File: config.mk
export PLATFORM = sky130hd
export DESIGN_NAME = fifo_rd_adapter
export DESIGN_NICKNAME = d
export VERILOG_FILES = /design/src/rtl/fifo_rd_adapter.sv
export SDC_FILE = /design/constraint.sdc
export NUM_CORES = 1
export LEC_CHECK = 0
export ABC_CLOCK_PERIOD_IN_PS = 2500
export BUFFER_PORTS_ARGS = -buffer_cell sky130_fd_sc_hd__buf_2
export CORE_UTILIZATION = 30
export DETAILED_ROUTE_END_ITERATION = 8
export GPL_ROUTABILITY_DRIVEN = 0
export PLACE_DENSITY = 0.56
export SETUP_SLACK_MARGIN = 0.05
export SLEW_MARGIN = 10
export SYNTH_ARGS = -nofsm -noshare
export SYNTH_HDL_FRONTEND = slang
export SYNTH_SLANG_ARGS = --single-unit
export TNS_END_PERCENT = 5
File: constraint.sdc
create_clock -name CLK -period 2.5 [get_ports CLK]
set_clock_uncertainty 0.2 [all_clocks]
set_input_delay 0.25 -clock CLK [delete_from_list [all_inputs] [get_ports CLK]]
set_output_delay 0.25 -clock CLK [all_outputs]
set_load 0.05 [all_outputs]
File: src/rtl/fifo_rd_adapter.sv
// Read-side adapter for the router input FIFO: turns the pop/one-cycle-latency
// read interface into a registered valid/ready flit stream through a 2-entry buffer.
module fifo_rd_adapter #(
  parameter int WIDTH = 8
) (
  input  logic             CLK,
  input  logic             RSTn,
  input  logic             REMPTY,
  input  logic [WIDTH-1:0] RDATA,
  output logic             RINC,
  output logic             OUT_VALID,
  input  logic             OUT_READY,
  output logic [WIDTH-1:0] OUT_DATA,
  output logic [1:0]       OCC
);

  logic [WIDTH-1:0] buf_q [2];
  logic [WIDTH-1:0] buf_d [2];
  logic             head_q, head_d;
  logic             tail_q, tail_d;
  logic [1:0]       occ_q, occ_d;
  logic             inflight_q;
  logic             xfer;
  logic [2:0]       committed;

  assign OUT_VALID = (occ_q != 2'd0);
  assign OUT_DATA  = buf_q[head_q];
  assign OCC       = occ_q;
  assign xfer      = OUT_VALID & OUT_READY;

  // Entries held or already popped, after this cycle's transfer; never negative
  // because a transfer implies at least one buffered entry.
  assign committed = {1'b0, occ_q} + {2'b0, inflight_q} - {2'b0, xfer};

  // OUT_READY feeds RINC combinationally so a slot freed this cycle can be refilled.
  assign RINC = RSTn & ~REMPTY & (committed <= 3'd1);

  always_comb begin
    buf_d[0] = buf_q[0];
    buf_d[1] = buf_q[1];
    tail_d   = tail_q;
    head_d   = head_q;
    if (inflight_q) begin
      buf_d[tail_q] = RDATA;
      tail_d        = tail_q + 1'b1;
    end
    if (xfer) begin
      head_d = head_q + 1'b1;
    end
    occ_d = committed[1:0];
  end

  always_ff @(posedge CLK or negedge RSTn) begin
    if (!RSTn) begin
      head_q     <= 1'b0;
      tail_q     <= 1'b0;
      occ_q      <= 2'd0;
      inflight_q <= 1'b0;
    end else begin
      head_q     <= head_d;
      tail_q     <= tail_d;
      occ_q      <= occ_d;
      inflight_q <= RINC;
    end
  end

  always_ff @(posedge CLK or negedge RSTn) begin
    if (!RSTn) begin
      buf_q[0] <= '0;
      buf_q[1] <= '0;
    end else begin
      buf_q[0] <= buf_d[0];
      buf_q[1] <= buf_d[1];
    end
  end

  // The buffer can never be asked to hold more than two flits.
  always_ff @(posedge CLK) begin
    if (RSTn) begin
      assert ({1'b0, occ_q} + {2'b0, inflight_q} <= 3'd2);
    end
  end

endmodule

==> flow_metrics.tcl, run 1 <==
set metrics [dict create \
    timing.setup.tns_ns -0.306 \
    tightest_slew_ns 0.428 \
    cap_violations 0 \
    grt_max_degree 22 \
    status "finished with violations" \
    synthTopCellsByArea "dfrtp_1 (54%), mux2_2 (19%), mux2_4 (12%), ha_1 (2.6%), fa_1 (2.1%)" \
    yosysTopAreaCellShare_pct 54.1 \
    r2r_end "inflight_q$_DFF_PN0_" \
    cp-end-kind "output port" \
    rsz0062_at_grt "true" \
    dieArea_sq_um 3470 \
    syn_inst 62 \
    grt_pass1_vias 616 \
    wl_per_cell_um 12.1 \
    fillers 316 \
    synth_most_common_cell "dfrtp_1" \
    port_buffers 23 \
    vias_per_cell 4.20 \
    dr.first_iter.drc_count 10 \
    required_ns 2.05 \
    cts_setup_buffers 0 \
    rows 20 \
    slew_violations 0 \
    setup_viol 1 \
    synthMuxAreaShare_pct 30.9 \
    synth-seq-cells 21 \
    ant_nets 0 \
    hold_class "in2reg" \
    failed_checks "setup timing" \
    globalRouteMet2Util_pct 19.5 \
    path_clk_slew_ns 0.11 \
    synth.net_count 77 \
    drt_wl_total_um 1760 \
    hold_depth 4 \
    final_cell_area_sq_um 1320 \
    path_class "reg2out" \
    grt_pass1_wl_um 2710 \
    yosysWarnings 0 \
    cp-startpoint "OCC[0]$_DFF_PN0_" \
    ys_types 15 \
    grt_use_total_pct 11.0 \
    ctsRootBufferMaster "clkbuf_4" \
    crit_fanout 2 \
    postSynthAreaPerCell_sq_um 15.7 \
    synth_area_sq_um 971 \
    period_share_pct 112 \
    grtUsageMet3_pct 3.96 \
    drt-pass1-iter-count 2 \
    critPathLaunchType "flip-flop" \
    globalRouteMet1Util_pct 12.7 \
    fin_nets 118 \
    yosys.area_share.simple_pct 3.61 \
    rr_startpoint "OCC[0]$_DFF_PN0_" \
    ys_seq_area_share_pct 54.1 \
    maxClockFrequency_mhz 356 \
    core_area_sq_um 3050 \
    cts_buffers 3 \
    slowest_delay_ns 0.47 \
    cts_tree "built" \
    final-seq-area_sq_um 528 \
    cpMostUsedCell "ha_1" \
    initial_core_util_pct 31.8 \
    r2r_slack_ns 0.35 \
    synth_top_family_by_area "multiplexers" \
    synth-compound-area-share_pct 0.773 \
    htree_levels 1 \
    hold_violations 0 \
    routed-via-count 613 \
    gr-total-overflow 0 \
    grt.busiest_layer "met2" \
    post-place-ws_ns -0.108 \
    clock_latency_ns 0.30 \
    multi_input_area_sq_um 439 \
    clkSinkCount 21 \
    synth_edf_count 0 \
    hp-start "OUT_READY" \
    worst_slack_ns -0.306 \
    yosys.area_share.adder_pct 4.64 \
    cts_buffer_depth 2 \
    drive_above_1_share_pct 62.7 \
    period_needed_ns 2.81 \
    area_delta_synth_final_pct 36.3 \
    cp_cell_sequence "o21a_1 -> ha_1 -> inv_1 -> ha_1 -> fa_2 -> nor4b_4 -> buf_6" \
    synth_flop_cell "dfrtp_1" \
    min_delay_worst_endpoint "head_q$_DFFE_PN0P_" \
    die_x_um 58.9 \
    drcViolationCount 0 \
    crit_arrival_ns 2.36 \
    hold_slack_ns 0.146 \
    die_height_um 58.9 \
    io_pins 24 \
    diodes 0 \
    async_reset_ff_share_pct 100 \
    cpMaxStageDelayCell "fa_2" \
    yosys.area.top_type "dfrtp_1" \
    postPlaceCellArea_sq_um 1190 \
    maxSlewHeadroom_pct 71.5 \
    ys_top_cells_by_count "dfrtp_1 (21), mux2_2 (16), mux2_4 (8)" \
    r2r_cells 6 \
    synth_xor_area_share_pct 2.71 \
    dp_hpwl_um 1160 \
    antenna_found_initial 0 \
]
==> cell usage in the layout, fill, tap and decap left out <==
| cell type | synthesis | layout |
|---|---|---|
| buf_2 | 1 | 22 |
| dfrtp_1 | 21 | 19 |
| mux2_2 | 16 | 16 |
| dlygate4sd3_1 | 0 | 10 |
| mux2_4 | 8 | 8 |
| buf_4 | 0 | 5 |
| inv_1 | 4 | 4 |
| clkbuf_4 | 0 | 3 |
| dfrtp_2 | 0 | 2 |
| xor2_1 | 2 | 2 |
| ha_1 | 2 | 2 |
| o21a_1 | 1 | 1 |
| or2_2 | 1 | 1 |
| xnor2_2 | 0 | 1 |
| nor4b_4 | 0 | 1 |
| nand2_2 | 1 | 1 |
| nor2b_4 | 1 | 1 |
| fa_2 | 0 | 1 |
| clkinv_2 | 0 | 1 |
| buf_6 | 1 | 1 |
==> final cells by class <==
cell class | count | area share [%]
tap | 44 | 4.16
inverter | 4 | 1.13
clock inverter | 1 | 0.378
sequential | 21 | 39.9
timing repair buffer | 38 | 19.6
multi-input combinational | 35 | 33.2
clock buffer | 3 | 1.70
==> cell families after synthesis <==
family / Yosys count
AOI/OAI and AO/OA: 1
xor gates and xnor gates: 3
adders and majority gates: 3
buffers and inverters: 6
DFF: 21
muxes: 24
and+or+nand+nor: 4
==> timing repair <==
item,4_1_cts,5_1_grt
hold buffers,10,0
gates resized for setup,2,0
setup endpoints to repair,1,1
endpoints found under the hold margin,38,0
gates cloned,0,0
pin swaps,1,0
==> state kept, by name (all words and copies together), names as in the netlist <==
signal / flops
OCC: 2
buf_q: 16
head_q: 1
inflight_q: 1
tail_q: 1
==> critical path: cells and delay by family (launching register included) <==
kind	cells	cell delay, ns
buffers and inverters	2	0.26
adder cells (fa/ha/maj)	3	0.89
flip-flops	1	0.42
AND/OR/NAND/NOR	1	0.30
AO/OA/AOI/OAI	1	0.20
==> stage by stage <==
| stage | utilization (%) | instances |
|---|---|---|
| final | 43.4 | 146 |
| after global routing | 43.4 | 146 |
| after CTS | 43.4 | 146 |
| after detailed placement | 39.0 | 132 |
| after global placement | 39.0 | 132 |
| after floorplan | - | 62 |
==> layer usage <==
| layer | wire (um) | vias to the layer above | part of all wire [%] |
|---|---|---|---|
| met5 | 0 | - | 0 |
| met4 | 0 | 0 | 0 |
| li1 | - | 295 | - |
| met3 | 97 | 0 | 5.5 |
| met2 | 849 | 19 | 48 |
| met1 | 813 | 299 | 46 |
==> worst max path at each step <==
stage,to
floorplan,RINC
detailed placement,RINC
CTS,RINC
finish,RINC
global placement,RINC
global route,RINC
Power of run 1 is left out: the tool's default activity adds up to more than one toggle a clock period on the data nets, which glitch-free logic cannot reach.
==> run 2, diff against run 1 <==
Settings changed: CORE_MARGIN set to 1.5, RECOVER_POWER set to 100, TNS_END_PERCENT 5 to not set.
==> flow_metrics.tcl, run 2 (same netlist as run 1, synthesis figures left out) <==
set metrics [dict create \
    hold_slack_ns 0.0411 \
    ant_nets 0 \
    cpMaxStageDelayCell "fa_2" \
    setup_viol 1 \
    grt_pass1_vias 648 \
    required_ns 2.05 \
    rsz0062_at_grt "true" \
    worst_slack_ns -0.319 \
    grt_max_degree 22 \
    ctsRootBufferMaster "clkbuf_4" \
    largest_reg_flops 16 \
    final_cell_area_sq_um 1260 \
    antenna_found_initial 0 \
    period_share_pct 113 \
    grt_use_total_pct 11.1 \
    top_register "buf_q" \
    dp.cells 132 \
    path_clk_slew_ns 0.11 \
    cp-end-kind "output port" \
    routed-via-count 596 \
    io_pins 24 \
    critPathLaunchType "flip-flop" \
    hold_violations 0 \
    dr.first_iter.drc_count 16 \
    cts_buffers 3 \
    maxClockFrequency_mhz 355 \
    slowest_delay_ns 0.46 \
    rows 20 \
    final_cell_mix "dfrtp_1 (19), mux2_2 (18), clkbuf_1 (14)" \
    crit_fanout 2 \
    cp_cell_sequence "o21a_1 -> ha_1 -> inv_1 -> ha_2 -> fa_2 -> nor4b_4 -> buf_6" \
    cts_buffer_depth 2 \
    timing.setup.tns_ns -0.319 \
    final_common_cell "dfrtp_1" \
    core_area_sq_um 3050 \
    period_needed_ns 2.82 \
    initial_core_util_pct 31.8 \
    drt_wl_total_um 1710 \
    crit_arrival_ns 2.37 \
    diodes 0 \
    fin_nets 118 \
    die_x_um 59.9 \
    maxSlewHeadroom_pct 22.5 \
    port_buffers 23 \
    vias_per_cell 4.08 \
    grt_pass1_wl_um 2880 \
    status "finished with violations" \
    drt-pass1-iter-count 4 \
    failed_checks "setup timing" \
    htree_levels 1 \
    wl_per_cell_um 11.7 \
    die_height_um 59.9 \
    final_cells 146 \
    drive_above_1_share_pct 44.1 \
    drcViolationCount 0 \
    area_delta_synth_final_pct 30.3 \
    slew_violations 0 \
    gr-total-overflow 0 \
    tightest_slew_ns 1.16 \
    postPlaceCellArea_sq_um 1190 \
    path_class "reg2out" \
    cts_tree "built" \
    hold_class "in2reg" \
    dieArea_sq_um 3590 \
    dp_hpwl_um 1210 \
    clock_latency_ns 0.29 \
    cap_violations 0 \
    clkSinkCount 21 \
]
==> run 2: cell types whose count changed in the layout (fill, tap and decap cells not counted), moves of 2 or more <==
cell	previous run	this run
clkbuf_1	0	14
buf_2	22	10
mux2_4	8	1
mux2_1	0	5
mux2_2	16	18
==> run 2: worst paths after layout <==
kind / from / to / slack (ns) / cells after the start
worst max-delay path: OCC[0]$_DFF_PN0_ / RINC / -0.32 / 7
worst min-delay path: REMPTY / inflight_q$_DFF_PN0_ / 0.04 / 3
worst max register to register: OCC[0]$_DFF_PN0_ / inflight_q$_DFF_PN0_ / 0.23 / 7
worst min register to register: buf_q[11]$_DFFE_PN0P_ / buf_q[11]$_DFFE_PN0P_ / 0.30 / 1
max in group asynchronous: RSTn / OCC[1]$_DFF_PN0_ / 0.69 / 3
min in group asynchronous: RSTn / inflight_q$_DFF_PN0_ / 0.64 / 3
==> run 2: critical path: cells and delay by family, from the launching register on <==
family	cells	cell delay, ns
buffers and inverters	2	0.26
and+or+nand+nor	1	0.31
AOI/OAI and AO/OA	1	0.20
adders and majority gates	3	0.88
DFF	1	0.42
==> run 2: per-layer routing <==
layer	routed length, um	GRT usage [%]	up-vias	share of wire [%]
met3	98	4.98	0	5.7
met2	793	19.1	20	46
met4	0	0.952	0	0
met1	821	13.3	284	48
met5	0	0	-	0
li1	-	-	292	-
==> run 2: final cells by class <==
| type | instances | area, sq um |
|---|---|---|
| inverter | 4 | 15.0 |
| multi-input combinational | 35 | 405 |
| tap | 44 | 55.1 |
| timing repair buffer | 38 | 234 |
| fill | 328 | 1790 |
| sequential | 21 | 528 |
| clock inverter | 1 | 5.00 |
| clock buffer | 3 | 22.5 |
==> run 2: what timing repair did <==
action | 4_1_cts | 5_1_grt
pin swaps | 1 | 0
endpoints found under the hold margin | 37 | 0
resized for setup | 2 | 0
setup endpoints to repair | 1 | 1
setup buffers | 1 | 0
hold buffers | 9 | 0
==> run 2: per-stage QoR <==
stage	worst slack, ns	util (%)
after CTS	-0.347	43.4
after detailed placement	-0.0874	39.1
after global routing	-0.444	41.4
final	-0.319	41.4
after floorplan	-0.355	-
after global placement	-0.0618	39.1
Power of run 2 is left out for the same reason.
==> run 3, diff against run 2 <==
Settings changed: CELL_PAD_IN_SITES_DETAIL_PLACEMENT set to 0, CELL_PAD_IN_SITES_GLOBAL_PLACEMENT set to 1, GPL_TIMING_DRIVEN set to 0, PLACE_DENSITY 0.56 to 0.64.
==> flow_metrics.tcl, run 3 (same netlist as run 1, synthesis figures left out) <==
set metrics [dict create \
    period_share_pct 114 \
    drcViolationCount 0 \
    hold_class "in2reg" \
    drive_above_1_share_pct 49.5 \
    clkSinkCount 21 \
    worst_slack_ns -0.341 \
    htree_levels 1 \
    crit_fanout 2 \
    io_pins 24 \
    wl_per_cell_um 11.7 \
    die_height_um 59.9 \
    gr-total-overflow 0 \
    clock_latency_ns 0.30 \
    ctsRootBufferMaster "clkbuf_4" \
    cts_buffers 3 \
    drt-pass1-iter-count 2 \
    routed-via-count 605 \
    path_class "reg2out" \
    final_common_cell "dfrtp_1" \
    dr.first_iter.drc_count 3 \
    maxSlewHeadroom_pct 21.8 \
    rows 20 \
    final_cell_mix "dfrtp_1 (19), mux2_2 (16), buf_2 (11)" \
    fin_nets 117 \
    cts_tree "built" \
    r2r_cells 6 \
    antenna_found_initial 0 \
    cp-end-kind "output port" \
    top_register "buf_q" \
    hold_depth 3 \
    largest_reg_flops 16 \
    cap_violations 0 \
    rsz0062_at_grt "true" \
    grt_pass1_vias 679 \
    hold_violations 0 \
    crit_arrival_ns 2.39 \
    port_buffers 23 \
    failed_checks "setup timing" \
    ant_nets 0 \
    critPathLaunchType "flip-flop" \
    grt_pass1_wl_um 2880 \
    dp_hpwl_um 1150 \
    vias_per_cell 4.17 \
    status "finished with violations" \
    setup_viol 1 \
    maxClockFrequency_mhz 352 \
    diodes 0 \
    core_area_sq_um 3050 \
    period_needed_ns 2.84 \
    utilization_pct 41.8 \
    cts_buffer_depth 2 \
    drt_wl_total_um 1700 \
    area_delta_synth_final_pct 31.6 \
    grt_max_degree 23 \
    initial_core_util_pct 31.8 \
    path_clk_slew_ns 0.12 \
    required_ns 2.05 \
    dieArea_sq_um 3590 \
    tightest_slew_ns 1.17 \
    die_x_um 59.9 \
    slew_violations 0 \
    grt_use_total_pct 11.1 \
]
[run 3: timing repair]
item                                    4_1_cts  5_1_grt
hold buffers                                 10        0
endpoints found under the setup margin        1        1
gates resized for setup                       2        0
hold endpoints to repair                     38        0
pin swaps                                     1        0
setup buffers                                 2        0
[run 3: worst paths after layout]
path,startpoint,end,slack [ns]
min,OUT_READY,head_q$_DFFE_PN0P_,0.07
max in group asynchronous,RSTn,OCC[1]$_DFF_PN0_,0.83
max reg2reg,OCC[0]$_DFF_PN0_,inflight_q$_DFF_PN0_,0.31
max,OCC[0]$_DFF_PN0_,RINC,-0.34
min reg2reg,buf_q[9]$_DFFE_PN0P_,buf_q[9]$_DFFE_PN0P_,0.30
min in group asynchronous,RSTn,buf_q[0]$_DFFE_PN0P_,0.50
[run 3: worst max-delay path, stage by stage (launching register included)]
cell and delay [ns]:
dfrtp_2 0.42, o21a_1 0.21, ha_1 0.28, inv_1 0.06, ha_2 0.17, fa_2 0.46, nor4b_4 0.30, buf_6 0.20
[run 3: final cells by class]
class,instances,area (sq um)
Buffer,2,7.51
Clock buffer,3,22.5
Clock inverter,1,5.00
Fill cell,317,1780
Inverter,4,15.0
Multi-Input combinational cell,35,413
Sequential cell,21,528
Tap cell,44,55.1
Timing Repair Buffer,35,231
[run 3: per-layer routing]
layer | GRT usage, % | vias to the layer above | wire length (um)
met5 | 0 | - | 0
met4 | 4.76 | 0 | 9
met3 | 2.60 | 2 | 80
met2 | 18.6 | 18 | 840
met1 | 13.5 | 295 | 768
li1 | - | 290 | -
[run 3: stage by stage]
step                      TNS, ns  cells  setup WS (ns)  instance area (sq um)  hold WS, ns
after floorplan            -0.653     62         -0.355                   1000       -0.246
final                      -0.341    145         -0.341                   1280       0.0710
after global placement     -0.152    129         -0.152                   1170       0.0343
after detailed placement   -0.162    129         -0.162                   1170       0.0502
after global routing       -0.434    145         -0.434                   1280       0.0844
after CTS                  -0.369    145         -0.369                   1320       0.0541
Power of run 3 is left out for the same reason.
